==> src/rtl/dmem_ctrl.sv <==
// dmem_ctrl: turns core load/store requests into multi-cycle accesses on a
// synchronous SRAM, stalling the core while an access is in flight. A
// one-entry write-through buffer answers repeated loads with no stall.
//
// Core handshake: a request (req_rd/req_wr with req_addr/req_wdata) is
// accepted in IDLE. The core must hold the request stable while stall=1.
// The transfer completes in the first cycle with stall=0; rdata is valid
// from that cycle on.
module dmem_ctrl #(
  parameter int ADDR_W   = 7,
  parameter int DATA_W   = 32,
  parameter int WAIT_CYC = 2
) (
  input  logic              clk,
  input  logic              rst_n,
  input  logic              req_rd,
  input  logic              req_wr,
  input  logic [ADDR_W-1:0] req_addr,
  input  logic [DATA_W-1:0] req_wdata,
  output logic [DATA_W-1:0] rdata,
  output logic              stall,
  output logic              CEN,
  output logic              WEN,
  output logic              OEN,
  output logic [ADDR_W-1:0] A,
  output logic [DATA_W-1:0] D,
  input  logic [DATA_W-1:0] Q,
  output logic [1:0]        dbg_state
);

  typedef enum logic [1:0] {
    ST_IDLE   = 2'd0,
    ST_ACCESS = 2'd1,
    ST_DONE   = 2'd2
  } state_t;

  localparam logic [3:0] CNT_INIT = 4'(WAIT_CYC - 1);

  state_t              state_q, state_d;
  logic [3:0]          cnt_q, cnt_d;
  logic                op_wr_q, op_wr_d;
  logic [ADDR_W-1:0]   a_q, a_d;
  logic [DATA_W-1:0]   d_q, d_d;
  logic                buf_valid_q, buf_valid_d;
  logic [ADDR_W-1:0]   buf_addr_q, buf_addr_d;
  logic [DATA_W-1:0]   buf_data_q, buf_data_d;

  logic hit;
  logic start;

  // A store always goes to the SRAM (write-through); a load only on a miss.
  assign hit   = req_rd && buf_valid_q && (buf_addr_q == req_addr);
  assign start = req_wr || (req_rd && !hit);

  // State and datapath registers with synchronous active-low reset.
  always_ff @(posedge clk) begin
    if (!rst_n) begin
      state_q     <= ST_IDLE;
      cnt_q       <= '0;
      op_wr_q     <= 1'b0;
      a_q         <= '0;
      d_q         <= '0;
      buf_valid_q <= 1'b0;
      buf_addr_q  <= '0;
      buf_data_q  <= '0;
    end else begin
      state_q     <= state_d;
      cnt_q       <= cnt_d;
      op_wr_q     <= op_wr_d;
      a_q         <= a_d;
      d_q         <= d_d;
      buf_valid_q <= buf_valid_d;
      buf_addr_q  <= buf_addr_d;
      buf_data_q  <= buf_data_d;
    end
  end

  // Next-state and datapath update logic.
  always_comb begin
    state_d     = state_q;
    cnt_d       = cnt_q;
    op_wr_d     = op_wr_q;
    a_d         = a_q;
    d_d         = d_q;
    buf_valid_d = buf_valid_q;
    buf_addr_d  = buf_addr_q;
    buf_data_d  = buf_data_q;
    case (state_q)
      ST_IDLE: begin
        if (start) begin
          // Simultaneous load+store is treated as a store.
          op_wr_d = req_wr;
          a_d     = req_addr;
          d_d     = req_wdata;
          cnt_d   = CNT_INIT;
          state_d = ST_ACCESS;
        end
      end
      ST_ACCESS: begin
        if (cnt_q == 4'd0) begin
          buf_data_d  = op_wr_q ? d_q : Q;
          buf_addr_d  = a_q;
          buf_valid_d = 1'b1;
          state_d     = ST_DONE;
        end else begin
          cnt_d = cnt_q - 4'd1;
        end
      end
      ST_DONE: begin
        // The core retires at this edge; never start a new access here.
        state_d = ST_IDLE;
      end
      default: begin
        state_d = ST_IDLE;
      end
    endcase
  end

  // Core stall and SRAM strobes decoded from the current state.
  always_comb begin
    stall = 1'b0;
    CEN   = 1'b1;
    WEN   = 1'b1;
    OEN   = 1'b1;
    case (state_q)
      ST_IDLE: begin
        stall = rst_n && start;
      end
      ST_ACCESS: begin
        stall = rst_n;
        CEN   = 1'b0;
        WEN   = !op_wr_q;
        OEN   = op_wr_q;
      end
      default: begin
        stall = 1'b0;
      end
    endcase
  end

  assign A         = a_q;
  assign D         = d_q;
  assign rdata     = buf_data_q;
  assign dbg_state = state_q;

endmodule

==> config.mk <==
export PLATFORM = sky130hd
export DESIGN_NAME = dmem_ctrl
export DESIGN_NICKNAME = d
export VERILOG_FILES = /design/src/rtl/dmem_ctrl.sv
export SDC_FILE = /design/constraint.sdc
export NUM_CORES = 1
export LEC_CHECK = 0
export BUFFER_PORTS_ARGS = -buffer_cell sky130_fd_sc_hd__buf_4
export CORE_ASPECT_RATIO = 1.1
export CORE_MARGIN = 1
export CORE_UTILIZATION = 52
export DETAILED_ROUTE_END_ITERATION = 8
export PLACE_DENSITY = 0.85
export SYNTH_ARGS = -nofsm -noshare
export SYNTH_HDL_FRONTEND = slang
export SYNTH_SLANG_ARGS = --single-unit
==> constraint.sdc <==
create_clock -name clk -period 2.6 [get_ports clk]
set_input_delay 0.13 -clock clk [delete_from_list [all_inputs] [get_ports clk]]
set_output_delay 0.13 -clock clk [all_outputs]
set_load 0.01 [all_outputs]
==> reports/qor.csv <==
stage,metric,value,unit
status,status,completed,
routing,WL final,9532,um
yosys,Synth area leaders,"dfxtp_1 45%, nand2_1 8.8%, mux2i_1 8.7%, o211a_1 8.4%, nand3_1 5.0%",
placed_design,Port Buffer Count,151,
floorplan,Initial Utilization,0.5394,
cts,Post CTS Setup Buffer Count,0,
setup_path,Crit. End Element,register,
timing,Clock Skew,0.01423,ns
yosys,Synth Area in Compound Gates,0.1916,
global_routing,largest net degree at the start of global routing,62,
yosys,Unique masters post-synth,38,
cts,CTS root buf,clkbuf_8,
hold_path,worst min-delay path class,input pin to register,
yosys,Yosys top cell area share,0.4529,
yosys,Synth Area in Simple Gates,0.1909,
floorplan,chip width,83.52,um
timing,crit path time final,1.880,ns
yosys,register area share after synthesis,0.4529,
yosys,Synth Register Bits,86,
final_layout,fillcell total,504,
cts,CTS buffer count,9,
final_layout,final instance area,0.005364,mm2
final_layout,"commonest cells after routing, fill and taps aside","157 x buf_4, 89 x nand2_1, 85 x dfxtp_1",
final_layout,FF/Latch Area,0.001723,mm2
setup_path,Critical Path Source Type,register,
final_layout,Final Non-Filler Cells,650,
cts,H-tree Lvls,3,
routing,DRC viols,0,
yosys,Yosys top cell by area,dfxtp_1,
global_routing,antenna violations before repair,0,
timing,"Setup violations, final",0,
yosys,"Net Count, Synth",485,
timing,hold slack,0.008921,ns
flow_run,max_cap viols,0,
timing,Slew @ Worst Pin,0.6218,ns
final_layout,antenna fix cells,0,
global_routing,grt ovf,0,
power_and_ir_drop,Cell Pwr Density,704.4,mW/mm2
setup_path,Crit path max-delay family,compound AO/OA/AOI/OAI gates,
timing,Max Clk Rate,532.0,MHz
timing,setup TNS,0,ns
routing,starting DRC count in detailed routing,144,
setup_path,Worst Path Buf+Inv,1,
cts,CTS tree,built,
setup_path,CP Cell Sequence,"xor2_1, nor4_2, a2111oi_4, buf_4, nand3_1, o21ai_1",
setup_path,"Arr. time, crit path",2.16,ns
power_and_ir_drop,Max VDD drop,0.4288,mV
timing,Worst slew margin,0.5855,
routing,via count,3488,
routing,Detailed Routing Iterations Pass 1,5,
routing,vias per cell,5.366,
setup_path,kind of critical path,register to register,
placed_design,HPWL Detailed,6623,um
setup_path,CP Launch Point,buf_addr_q[4],
yosys,mapped cell area,0.003801,mm2
placed_design,DP Cell Count,618,
global_routing,number of global-route vias before repair,3333,
setup_path,Critical Path RT,2.88,ns
final_layout,Layout area overhead,41.11,%
timing,crit share post-route,0.7230,
yosys,post-synthesis mux area share,0.08690,
cts,Clock transition at path regs,0.08,ns
final_layout,"most common cell after layout, fill and taps aside",buf_4,
yosys,Mapped Avg Cell Area,9.317,um2
setup_path,critical path peak fanout,32,
placed_design,"Cell Area, Placed",0.004933,mm2
timing,setup ws final,0.7202,ns
final_layout,final core occ,0.7612,
placed_design,dpl ws,0.7361,ns
power_and_ir_drop,Pleak,2.632,nW
final_layout,layout cell share with drive strength beyond 1,0.3611,
final_layout,footprint of the multi-input gates,0.001871,mm2
global_routing,first-pass GRT wire length,15680,um
final_layout,layout net count,637,
hold_path,hold wc startpoint,req_wdata[26],
cts,Clock Latency Late Sink,0.35,ns
floorplan,die height,91.67,um
cts,Longest Clk Path Bufs,2,
setup_path,CP max stage delay,0.47,ns
yosys,Synth Instances,408,
routing,ANT nets after route,0,
timing,"Hold Vio Cnt, Final",0,
floorplan,Rows,32,
cts,clk sinks,86,
yosys,largest family of logic cells by synthesized area,compound AO/OA/AOI/OAI gates,
cts,post-CTS resize count,0,
setup_path,reg2reg start,buf_addr_q[4],
global_routing,Global Route Usage Sum,0.2547,
power_and_ir_drop,total chip power,3.778,mW
floorplan,CORE AREA,0.007047,mm2
routing,drt wl/cell,14.66,um
yosys,Adder-Cell Fraction of Synth Area,0.006583,
floorplan,die area,0.007656,mm2
yosys,"Warnings, synthesis",0,
setup_path,CP max-delay cell,a2111oi_4,
timing,unrepaired setup endpoints after global routing,false,
timing,Slew Limit Fails,0,
floorplan,IO Pins,152,
placed_design,GP Congestion,0.8320,
yosys,XOR/XNOR Fraction of Synth Area,0.01613,
==> registers in the layout, summed over array words and instances (netlist names) <==
name and count:
op_wr_q 1, cnt_q 4, rdata 32, dbg_state 2, buf_valid_q 1, A 7
D 32, buf_addr_q 7
==> repair_timing <==
item,CTS,global route
hold endpoints to repair,16,0
hold buffers,16,0
setup endpoints to repair,0,0
==> layer usage <==
metal,GRT usage,vias up,share of wire
met1,0.3013,1601,0.41
met2,0.4262,131,0.49
li1,-,1726,-
met3,0.05671,30,0.060
met5,0,-,0
met4,0.1469,0,0.036
==> path summary, 6_finish.rpt <==
check             endpoint  slack [ns]  depth (start not counted)
hold / removal       D[26]       0.009                          3
setup / recovery      A[3]        0.72                          6
setup reg to reg      A[3]        0.72                          6
hold reg to reg       D[5]        0.47                          2
==> area by class of cell <==
type / count / share of cell area
Timing Repair Buffer: 175 / 0.2571
Clock buffer: 11 / 0.02636
Inverter: 4 / 0.002799
Sequential cell: 86 / 0.3212
Clock inverter: 5 / 0.02403
Multi-Input combinational cell: 284 / 0.3487
Tap cell: 85 / 0.01983
==> where the power goes <==
group	switching, mW	total, mW	leakage [nW]	internal [mW]
sequential	0.126	1.60	0.707	1.47
combinational	0.470	0.943	1.79	0.473
clock	0.469	1.24	0.134	0.766
==> worst min-delay path, delay by kind of cell <==
family          cells  cell delay (ns)
buf+inv             1             0.08
simple gates        1             0.06
compound gates      1             0.06
==> synthesized netlist by cell type <==
cell type,count
nor2b_1,1
nand2b_1,3
a21o_1,1
a2111oi_4,1
a21boi_1,7
nor3_4,1
nand2_1,89
buf_6,6
o21ai_2,19
o22ai_1,1
and2_1,2
and2b_1,1
o21ai_0,3
xor2_1,7
nor3b_1,1
buf_1,1
dfxtp_1,86
o21a_1,2
buf_4,1
nor4_1,1
buf_2,14
ha_1,2
nor4_2,1
nor4b_1,1
clkbuf_1,12
inv_1,3
mux2i_1,33
nand3_1,38
a22oi_1,1
a21oi_1,1
nor2_1,7
o21ai_1,21
nor3_1,1
inv_2,1
nor4_4,1
o211a_1,32
nor3b_2,1
nand3_2,4
==> logic make-up after synthesis <==
kind of cell               after synthesis
AOI/OAI and AO/OA                       89
xor gates and xnor gates                 7
adders and majority gates                2
buffers and inverters                   38
DFF                                     86
muxes                                   33
and+or+nand+nor                        153
Note: power is estimated with default switching activity, not from simulation.
